### src/rtl/button_bank.sv
// button_bank: multi-channel button conditioning.
// Per channel: optional polarity inversion, two-flop synchroniser, debounced
// level, single-cycle press/release pulses and a single-cycle long-press pulse.
//
// Ports:
//   clk         in   system clock, rising edge
//   rst         in   synchronous active-low reset
//   btn_in      in   [NUM_BTNS] raw asynchronous button pads
//   btn_level   out  [NUM_BTNS] debounced pressed state (1 = pressed)
//   btn_press   out  [NUM_BTNS] one-cycle pulse on btn_level rise
//   btn_release out  [NUM_BTNS] one-cycle pulse on btn_level fall
//   btn_long    out  [NUM_BTNS] one-cycle pulse after LONG_CYCLES of held press
module button_bank #(
  parameter int unsigned          CLK_FREQ      = 25_000_000,
  parameter int unsigned          NUM_BTNS      = 4,
  parameter int unsigned          DEBOUNCE_MS   = 10,
  parameter int unsigned          LONG_PRESS_MS = 1000,
  parameter logic [NUM_BTNS-1:0]  INVERT        = '0
) (
  input  logic                clk,
  input  logic                rst,
  input  logic [NUM_BTNS-1:0] btn_in,
  output logic [NUM_BTNS-1:0] btn_level,
  output logic [NUM_BTNS-1:0] btn_press,
  output logic [NUM_BTNS-1:0] btn_release,
  output logic [NUM_BTNS-1:0] btn_long
);

  localparam int unsigned DEB_CYCLES  = CLK_FREQ / 1000 * DEBOUNCE_MS;
  localparam int unsigned LONG_CYCLES = CLK_FREQ / 1000 * LONG_PRESS_MS;
  localparam int unsigned DW          = $clog2(DEB_CYCLES + 1);
  localparam int unsigned LW          = $clog2(LONG_CYCLES + 1);
  localparam logic [DW-1:0] DEB_LAST  = DW'(DEB_CYCLES - 1);
  localparam logic [LW-1:0] LONG_LAST = LW'(LONG_CYCLES - 1);

  logic [NUM_BTNS-1:0] sync1_q,   sync1_d;
  logic [NUM_BTNS-1:0] sync2_q,   sync2_d;
  logic [NUM_BTNS-1:0] level_q,   level_d;
  logic [NUM_BTNS-1:0] press_q,   press_d;
  logic [NUM_BTNS-1:0] release_q, release_d;
  logic [NUM_BTNS-1:0] long_q,    long_d;
  logic [NUM_BTNS-1:0] done_q,    done_d;
  logic [DW-1:0]       deb_cnt_q  [NUM_BTNS];
  logic [DW-1:0]       deb_cnt_d  [NUM_BTNS];
  logic [LW-1:0]       hold_cnt_q [NUM_BTNS];
  logic [LW-1:0]       hold_cnt_d [NUM_BTNS];

  always_comb begin
    // Inversion happens before synchronisation so every channel is active-high
    // from the first flop onward.
    sync1_d    = btn_in ^ INVERT;
    sync2_d    = sync1_q;
    level_d    = level_q;
    press_d    = '0;
    release_d  = '0;
    long_d     = '0;
    done_d     = done_q;
    deb_cnt_d  = deb_cnt_q;
    hold_cnt_d = hold_cnt_q;

    for (int unsigned i = 0; i < NUM_BTNS; i++) begin
      // Debounce: any sample agreeing with the current level restarts the count.
      if (sync2_q[i] == level_q[i]) begin
        deb_cnt_d[i] = '0;
      end else if (deb_cnt_q[i] == DEB_LAST) begin
        level_d[i]   = sync2_q[i];
        deb_cnt_d[i] = '0;
      end else begin
        deb_cnt_d[i] = deb_cnt_q[i] + DW'(1);
      end

      press_d[i]   =  level_d[i] & ~level_q[i];
      release_d[i] = ~level_d[i] &  level_q[i];

      // Hold timer runs only while the level is high both before and after
      // this edge, so a release edge can never coincide with a long pulse.
      if (!(level_q[i] && level_d[i])) begin
        hold_cnt_d[i] = '0;
        done_d[i]     = 1'b0;
      end else if (!done_q[i]) begin
        if (hold_cnt_q[i] == LONG_LAST) begin
          long_d[i] = 1'b1;
          done_d[i] = 1'b1;
        end else begin
          hold_cnt_d[i] = hold_cnt_q[i] + LW'(1);
        end
      end
    end
  end

  always_ff @(posedge clk) begin
    if (!rst) begin
      sync1_q    <= '0;
      sync2_q    <= '0;
      level_q    <= '0;
      press_q    <= '0;
      release_q  <= '0;
      long_q     <= '0;
      done_q     <= '0;
      deb_cnt_q  <= '{default: '0};
      hold_cnt_q <= '{default: '0};
    end else begin
      sync1_q    <= sync1_d;
      sync2_q    <= sync2_d;
      level_q    <= level_d;
      press_q    <= press_d;
      release_q  <= release_d;
      long_q     <= long_d;
      done_q     <= done_d;
      deb_cnt_q  <= deb_cnt_d;
      hold_cnt_q <= hold_cnt_d;
    end
  end

  assign btn_level   = level_q;
  assign btn_press   = press_q;
  assign btn_release = release_q;
  assign btn_long    = long_q;

endmodule

### config.mk
export PLATFORM = sky130hd
export DESIGN_NAME = button_bank
export DESIGN_NICKNAME = d
export VERILOG_FILES = /design/src/rtl/button_bank.sv
export SDC_FILE = /design/constraint.sdc
export NUM_CORES = 1
export LEC_CHECK = 0
export ABC_AREA = 1
export BUFFER_PORTS_ARGS = -buffer_cell sky130_fd_sc_hd__buf_2
export CAP_MARGIN = 10
export CORE_MARGIN = 5
export CORE_UTILIZATION = 50
export CTS_CLUSTER_SIZE = 28
export DETAILED_ROUTE_END_ITERATION = 10
export GPL_ROUTABILITY_DRIVEN = 0
export GPL_TIMING_DRIVEN = 0
export PLACE_DENSITY = 0.66
export SETUP_SLACK_MARGIN = 0.1
export SKIP_LAST_GASP = 1
export SYNTH_ARGS = -nofsm -noshare
export SYNTH_HDL_FRONTEND = slang
export SYNTH_SLANG_ARGS = --single-unit
### constraint.sdc
create_clock -name clk -period 2.4 [get_ports clk]
set_clock_uncertainty 0.1 [all_clocks]
set_input_delay 0.36 -clock clk [delete_from_list [all_inputs] [get_ports clk]]
set_output_delay 0.36 -clock clk [all_outputs]
set_load 0.01 [all_outputs]
==> impl_metrics.ini, run 1 <==
[run_status]
status = finished clean

[worst_setup_path]
crit_required_ps = 2610
cp-end-kind = flip-flop
worst-r2r-cell-count = 9
timing.rr.start = hold_cnt_q[50]
critical_path_class = reg2reg
cp_max_fo = 10
crit_arrival_ps = 2340
reg2reg_to = hold_cnt_q[54]
endpoint = hold_cnt_q[54]
start_kind = flip-flop
regToRegSetupSlack_ps = 270
critPathLaunch = hold_cnt_q[50]

[synthesis]
avgSynthCellArea_um2 = 6.344
netlist_area_mm2 = 0.01082
synth_cells = 1706
synth_seq_cells = 200
syn_nets = 1720
yosysWarnings = 0
yosysSeqAreaShare_pct = 36.99
synthDistinctLibCells = 32

[drt]
final_antenna_net_count = 0
viasPerCell = 4.951
wl_per_cell_um = 11.63
dr_total_vias = 10100
wl_um = 23710
first_iter_violations = 541
post-route-drc-count = 0
first_pass_iters = 5

[final_layout]
n_fill_cell = 2103
register_area_mm2 = 0.004004
areaGrowthSynthToFinish_pct = 10.14
diodes = 0
drive_gt1_share_pct = 6.463
mostFrequentLayoutCells = nand2_1 (571), nor2_1 (272), dfxtp_1 (200), inv_1 (176), a21oi_1 (127)
final_util_pct = 56.35
fin_nets = 1765
final_common_cell = nand2_1
multi_input_area_mm2 = 0.005973

[clock_network]
clock_latency_ps = 440
clockRootBuffer = clkbuf_16
htreeDepth = 4
cts.path.max_buffers = 2
cts.sinks = 200
clk_pin_slew_ps = 80
cts_buffers = 17
cts_tree = built

[timing]
setup_violations = 0
finalHoldViolations = 0
period_needed_ps = 2127
max_slew_margin_pct = 65.56
maxSlewViolCount = 0
fin_crit_sh_pct = 88.63
hold_slack_ps = 166.7
worst_slack_ps = 272.9
tightest_slew_ps = 511.9
fmax_mhz = 470.1
grt_setup_unrepaired = no
timing.setup.tns_ps = 0

[global_routing]
grt_pass1_vias = 9148
grt_first_pass_wirelength_um = 41230
grt_max_degree = 20
antenna_found_initial = 0
overflow = 0
grtUsageTotal_pct = 19.78

[floorplan]
die_w_um = 157.1
initial_utilization_pct = 51.16
coreArea_mm2 = 0.02115
rows = 53
dieArea_mm2 = 0.02469
io_pins = 22
die_h_um = 157.1

[power]
vdd_drop_max_mv = 0.4014
power_density_mw_per_mm2 = 523.3
p_leak_nw = 3.898
power_mw = 6.238

[worst_hold_path]
hold_path.class = in2reg
holdPathStages = 3
worstHoldStart = rst

[place]
dpl.hpwl_um = 17860
post-place-ws_ps = 254.5
numPortBuffers = 21

[flow_run]
cap_violations = 0
-- flip-flops by register name (all words and copies together), names as in the netlist --
name,flops
btn_level,4
sync1_q,4
sync2_q,4
btn_release,4
done_q,4
hold_cnt_q,100
deb_cnt_q,72
btn_long,4
btn_press,4
-- report_power, final --
part | internal (mW) | total, mW | leakage, nW | switching (mW)
combinational | 0.0160 | 0.0414 | 2.00 | 0.0254
clock | 1.48 | 2.87 | 0.285 | 1.39
sequential | 3.32 | 3.33 | 1.61 | 0.00590
total | 4.82 | 6.24 | 3.90 | 1.42
-- worst max-delay path, cell delays in order, from the launching register on --
cell	delay, ps
dfxtp_1	420
ha_1	210
nand2_1	100
nor2_1	410
nand3_1	130
nor2_1	140
nor2_1	120
buf_2	230
nand2_1	90
a21oi_1	60
-- layer usage --
layer	global-route usage, %	up-vias	share of wire, %
met5	0	-	0
met4	5.121	0	1.3
met3	3.354	24	3.1
met2	32.28	130	44
met1	27.34	4473	51
li1	-	5468	-
-- repair_timing --
action,CTS,global route
hold buffers,4,0
setup endpoints to repair,0,57
hold endpoints to repair,4,0
resized for setup,0,6
setup buffers,0,1
-- stage by stage --
stage,std cells,cell area (µm²)
after floorplan,1706,10820
after global placement,2002,11270
after detailed placement,2002,11270
after CTS,2038,11890
after global routing,2039,11920
final,2039,11920
-- worst min path at each step --
stage,slack [ps],to
final,170,btn_level[2]
after global routing,160,btn_level[2]
after CTS,140,btn_level[2]
after floorplan,290,sync2_q[0]
after detailed placement,300,sync2_q[1]
after global placement,290,sync2_q[0]
-- cell families after synthesis --
logic type,Yosys count,synth area share [%]
AND/OR/NAND/NOR,1061,40.65
buffers and inverters,208,8.000
flip-flops,200,36.99
AO/OA/AOI/OAI,157,7.607
XOR/XNOR,72,5.827
adder cells (fa/ha/maj),8,0.9249
-- cell usage after synthesis (all sizes together) --
master	n	area [µm²]
buf	31	201.4
nand4	36	225.2
o21ai	20	100.1
o211ai	4	30.03
ha	8	100.1
o211a	1	10.01
clkbuf	1	3.750
dfxtp	200	4004
nand2	578	2202
and3	2	12.51
a21oi	128	644.4
xor2	58	508.0
nor4	3	18.77
inv	176	660.6
nor3	43	215.2
or2	3	18.77
nand3	97	500.5
nand3b	5	37.54
xnor2	14	122.6
a31oi	2	12.51
o21bai	1	18.77
nor2	284	1094
a211oi	1	7.510
nor3b	10	75.07
-- area by class of cell --
class / instances / area share [%]
inverter: 176 / 5.542
tap: 275 / 2.887
clock inverter: 15 / 1.302
sequential: 200 / 33.59
buffer: 32 / 1.721
clock buffer: 17 / 3.569
multi-input combinational: 1298 / 50.11
timing repair buffer: 26 / 1.281
Power figures use the tool's default switching activity.
==> run 2: changes to the inputs <==
ABC_AREA = not set   (was 1)
CORE_UTILIZATION = 45   (was 50)
PLACE_DENSITY = not set   (was 0.66)
==> impl_metrics.ini, run 2 <==
[run_status]
status = finished clean

[place]
dpl.hpwl_um = 12350
numPortBuffers = 20
placed_area_mm2 = 0.009349
post-place-ws_ps = -185.4

[worst_setup_path]
regToRegSetupSlack_ps = 190
cp-end-kind = flip-flop
endpoint = hold_cnt_q[17]
cp_max_fo = 10
reg2reg_to = hold_cnt_q[17]
timing.rr.start = hold_cnt_q[6]
critPathLaunch = hold_cnt_q[6]
worst-r2r-cell-count = 7
critical_path_class = reg2reg
crit_required_ps = 2670
crit_arrival_ps = 2480
start_kind = flip-flop

[synthesis]
avgSynthCellArea_um2 = 8.751
synthSimpleGateAreaFrac_pct = 30.77
yosysWarnings = 0
synthTopCellsByArea = dfxtp_1 (45%), nor2_1 (6.2%), xor2_1 (6.0%)
synth_top_family_by_area = simple AND/OR/NAND/NOR gates
synthXorXnorAreaFrac_pct = 10.51
synth_mux_area_share_pct = 0.7857
synth-compound-area-share_pct = 9.555
synth_ff_type = dfxtp_1
synthDistinctLibCells = 54
synth_fa_ha_area_share_pct = 1.122
synth_top_area_share_pct = 44.90
synth_seq_cells = 200
syn_nets = 1033
synthArstFlopShare_pct = 0
netlist_area_mm2 = 0.008917
yosysMostFrequentCell = dfxtp_1
synth_cells = 1019
synth_edf_count = 0
yosysTopAreaCell = dfxtp_1
yosysSeqAreaShare_pct = 44.90
netlist_top_cells_count = dfxtp_1 (200), nor2_1 (148), nand3_1 (66), nand2_1 (65), xor2_1 (61)

[final_layout]
final_util_pct = 51.95
mostFrequentLayoutCells = dfxtp_1 (198), nor2_1 (148), nand2_1 (65), nand3_1 (62), xor2_1 (61)
n_fill_cell = 1856
design_area_mm2 = 0.01011
top_regs = hold_cnt_q x100, deb_cnt_q x72
diodes = 0
fin_nets = 1086
largest_register = hold_cnt_q
drive_gt1_share_pct = 10.24
areaGrowthSynthToFinish_pct = 13.39
final_common_cell = dfxtp_1
largest_reg_flops = 100

[floorplan]
die_h_um = 150.8
initial_utilization_pct = 45.82
coreArea_mm2 = 0.01946
dieArea_mm2 = 0.02273
rows = 51
die_w_um = 150.8
io_pins = 22

[global_routing]
grt_first_pass_wirelength_um = 31330
grt_max_degree = 19
grtUsageTotal_pct = 16.54
overflow = 0
antenna_found_initial = 0
grt_pass1_vias = 6663

[clock_network]
clockRootBuffer = clkbuf_16
clock_latency_ps = 430
cts.path.max_buffers = 2
cts.sinks = 200
cts_buffers = 17
cts_tree = built
clk_pin_slew_ps = 80
htreeDepth = 4
hold_buffers = 0

[power]
power_density_mw_per_mm2 = 597.8
vdd_drop_max_mv = 0.4116
p_leak_nw = 3.057

[timing]
max_slew_margin_pct = 48.96
period_needed_ps = 2212
fin_crit_sh_pct = 92.17
timing.setup.tns_ps = 0
grt_setup_unrepaired = yes
worst_slack_ps = 188.0
finalHoldViolations = 0
setup_violations = 0
maxSlewViolCount = 0
hold_slack_ps = 27.31
tightest_slew_ps = 758.6
fmax_mhz = 452.1

[worst_hold_path]
hold_path.class = in2reg

[drt]
first_iter_violations = 305
post-route-drc-count = 0
first_pass_iters = 5
viasPerCell = 5.343
final_antenna_net_count = 0
wl_um = 18240
dr_total_vias = 7208
wl_per_cell_um = 13.52

[flow_run]
cap_violations = 0
run 2: changes by cell type after synthesis, moves of 22 or more:
cell      delta
nand3_1     -28
or4_1       +34
or3_1       +33
o31ai_1     +31
a21oi_1     -76
inv_1      -158
nor2_1     -127
clkbuf_1    +22
nor3_1      -26
xnor2_1     +32
and3_1      +24
nand2_1    -506
run 2: kinds of logic (layout without fill, tap and decap cells):
logic type / Yosys count / count (layout)
adder cells (fa/ha/maj): 8 / 8
XOR/XNOR: 107 / 107
multiplexers: 7 / 7
AO/OA/AOI/OAI: 136 / 136
buffers and inverters: 48 / 113
flip-flops: 200 / 200
AND/OR/NAND/NOR: 513 / 513
run 2: timing repair:
item | 4_1_cts | 5_1_grt
cloned | 0 | 1
setup endpoints to repair | 116 | 108
resized for setup | 12 | 22
buffers inserted | 4 | 9
pin swaps | 4 | 6
run 2: how the worst min path moves through the flow:
stage | from | endpoint | depth (start not counted) | slack, ps
global route | btn_in[1] | sync1_q[1] | 2 | 20
CTS | btn_in[1] | sync1_q[1] | 2 | 10
finish | btn_in[1] | sync1_q[1] | 2 | 30
detailed placement | sync1_q[0] | sync2_q[0] | 1 | 320
global placement | sync1_q[3] | sync2_q[3] | 1 | 320
floorplan | sync1_q[0] | sync2_q[0] | 1 | 310
run 2: power by group:
part	switching, mW	internal (mW)
Sequential	0.00575	3.32
Clock	1.33	1.35
Combinational	0.0222	0.0140
Total	1.36	4.69
run 2: critical path, stage by stage (launching register included):
cell and delay [ps]:
dfxtp_2 360, or3b_1 410, or4_4 580, o21ai_4 200, buf_6 160, buf_12 130, o31ai_1 90, a21oi_2 130
run 2: metrics by stage:
stage          total power [mW]  cells
4_1_cts                   6.132   1339
3_3_place_gp              3.440   1304
5_1_grt                   6.269   1349
6_report                  6.044   1349
3_5_place_dp              3.440   1304
2_1_floorplan             3.428   1019
run 2: area by class of cell:
| type | instances | area [µm²] | share of cell area, % |
|---|---|---|---|
| buffer | 30 | 166.4 | 1.646 |
| clock buffer | 17 | 425.4 | 4.207 |
| clock inverter | 14 | 115.1 | 1.138 |
| inverter | 18 | 67.56 | 0.6682 |
| multi-input combinational | 771 | 4783 | 47.31 |
| sequential | 200 | 4006 | 39.62 |
| tap | 265 | 331.6 | 3.279 |
| timing repair buffer | 34 | 215.2 | 2.128 |
run 2: routing by layer:
layer / up-vias / GRT usage, % / share of wire, %
met3: 17 / 2.603 / 2.3
met4: 0 / 5.893 / 1.4
li1: 3780 / - / -
met1: 3322 / 22.96 / 51
met2: 89 / 26.17 / 45
met5: - / 0 / 0
==> run 3: changes to the inputs <==
CAP_MARGIN = 25   (was 10)
CORE_MARGIN = 2   (was 5)
CORE_UTILIZATION = 59   (was 45)
PLACE_DENSITY = 0.76   (was not set)
==> impl_metrics.ini, run 3 (synthesis results as in run 2) <==
[worst_setup_path]
critPathMaxStageDelay_ps = 580
crit_arrival_ps = 2480
cp_max_fo = 10
path_cells = or3b_1 -> or4_4 -> o21ai_4 -> buf_6 -> buf_12 -> o31ai_1 -> a21oi_2
timing.rr.start = hold_cnt_q[6]
critPathLaunch = hold_cnt_q[6]
cp-end-kind = flip-flop
crit_slowest_cell = or4_4
start_kind = flip-flop
crit_required_ps = 2670
critical_path_class = reg2reg

[power]
p_leak_nw = 3.036
switching_share_pct = 21.59
p_int_mw = 4.730
power_mw = 6.032
vdd_drop_max_mv = 0.6689
p_switching_mw = 1.302
p_seq_share_pct = 55.2
clkPwrFrac_pct = 44.2
share_comb_of_total_power_pct = 0.6
power_density_mw_per_mm2 = 602.4

[clock_network]
hold_buffers = 0
htreeDepth = 4
cts_tree = built
clockRootBuffer = clkbuf_16
cts_buffers = 17
clk_pin_slew_ps = 70
cts.sinks = 200
clock_latency_ps = 440
cts.path.max_buffers = 2

[global_routing]
grtUsageTotal_pct = 23.18
grt_max_degree = 18
grt_pass1_vias = 6757
grt_first_pass_wirelength_um = 31150
overflow = 0
antenna_found_initial = 0

[place]
numPortBuffers = 20
post-place-ws_ps = -140.8
dp_cells = 1223
placed_area_mm2 = 0.009248
dpl.hpwl_um = 12030

[final_layout]
stdcell_count = 1265
drive_gt1_share_pct = 10.08
fin_nets = 1083
final_common_cell = dfxtp_1
diodes = 0
design_area_mm2 = 0.01001
mostFrequentLayoutCells = dfxtp_1 (199), nor2_1 (148), nand2_1 (65), nand3_1 (63), xor2_1 (61)
final_util_pct = 68.38
largest_register = hold_cnt_q
n_fill_cell = 1195
largest_reg_flops = 100
areaGrowthSynthToFinish_pct = 12.29
top_regs = hold_cnt_q x100, deb_cnt_q x72

[worst_hold_path]
hold_path.class = in2reg
worstHoldStart = btn_in[1]

[flow_run]
cap_violations = 0

[floorplan]
coreArea_mm2 = 0.01464
rows = 44
initial_utilization_pct = 60.89
dieArea_mm2 = 0.01611
io_pins = 22
die_w_um = 126.9
die_h_um = 126.9

[drt]
first_iter_violations = 613
viasPerCell = 5.910
wl_per_cell_um = 14.47
dr_total_vias = 7476
wl_um = 18300
final_antenna_net_count = 0
post-route-drc-count = 0
first_pass_iters = 5

[timing]
fmax_mhz = 454.4
grt_setup_unrepaired = yes
period_needed_ps = 2200
max_slew_margin_pct = 50.87
tightest_slew_ps = 730.2
setup_violations = 0
fin_crit_sh_pct = 91.69
maxSlewViolCount = 0
finalHoldViolations = 0
worst_slack_ps = 199.5

[run_status]
status = finished clean
==> run 3: cell count changes in the layout (fill, tap and decap cells not counted), sizes merged <==
cell      change
inv           -6
clkbuf        +3
clkinvlp      +1
clkinv        +2
buf           -3
==> run 3: worst paths after layout <==
path	end	cells past startpoint	slack, ps
max	hold_cnt_q[11]	7	200
min	sync1_q[1]	2	30
max reg2reg	hold_cnt_q[11]	7	200
min reg2reg	sync2_q[1]	1	330
==> run 3: per-stage QoR <==
stage	hold WS [ps]	setup TNS, ps
floorplan	311.9	0
CTS	24.02	-48.16
detailed placement	322.4	-2460
global placement	315.6	-2003
global route	32.56	0
finish	28.36	0
==> run 3: worst max-delay path, delay by kind of cell, from the launching register on <==
family                 cells  cell delay [ps]
AO/OA/AOI/OAI              3              410
buffers and inverters      2              300
flip-flops                 1              370
AND/OR/NAND/NOR            2              960
==> run 3: layout make-up <==
| type | instances | area, µm² | area share [%] |
|---|---|---|---|
| plain buffers | 30 | 171.4 | 1.712 |
| multi-input cells | 771 | 4807 | 48.01 |
| clock inverters | 11 | 92.59 | 0.9246 |
| repair buffers | 31 | 182.7 | 1.824 |
| well taps | 184 | 230.2 | 2.299 |
| flip-flops and latches | 200 | 4005 | 40.00 |
| clock buffers | 20 | 456.7 | 4.561 |
| inverters | 18 | 67.56 | 0.6747 |
==> run 3: what timing repair did <==
item,4_1_cts,5_1_grt
endpoints found under the setup margin,117,109
pin swaps,3,5
setup buffers,5,6
resized for setup,9,33
==> run 3: routing by layer <==
metal	GRT usage [%]	vias to the layer above	routed length (µm)
li1	-	3770	-
met1	31.36	3545	8776
met2	37.41	139	8556
met3	4.302	22	691
met4	8.080	0	274
met5	0	-	0
==> run 3: power groups by stage <==
stage	logic, mW	registers (mW)	clock network [mW]
after global placement	0.0327	3.41	0
after floorplan	0.0223	3.41	0
final	0.0378	3.33	2.66
after global routing	0.0422	3.33	2.84
after CTS	0.0359	3.33	2.71
after detailed placement	0.0332	3.41	0
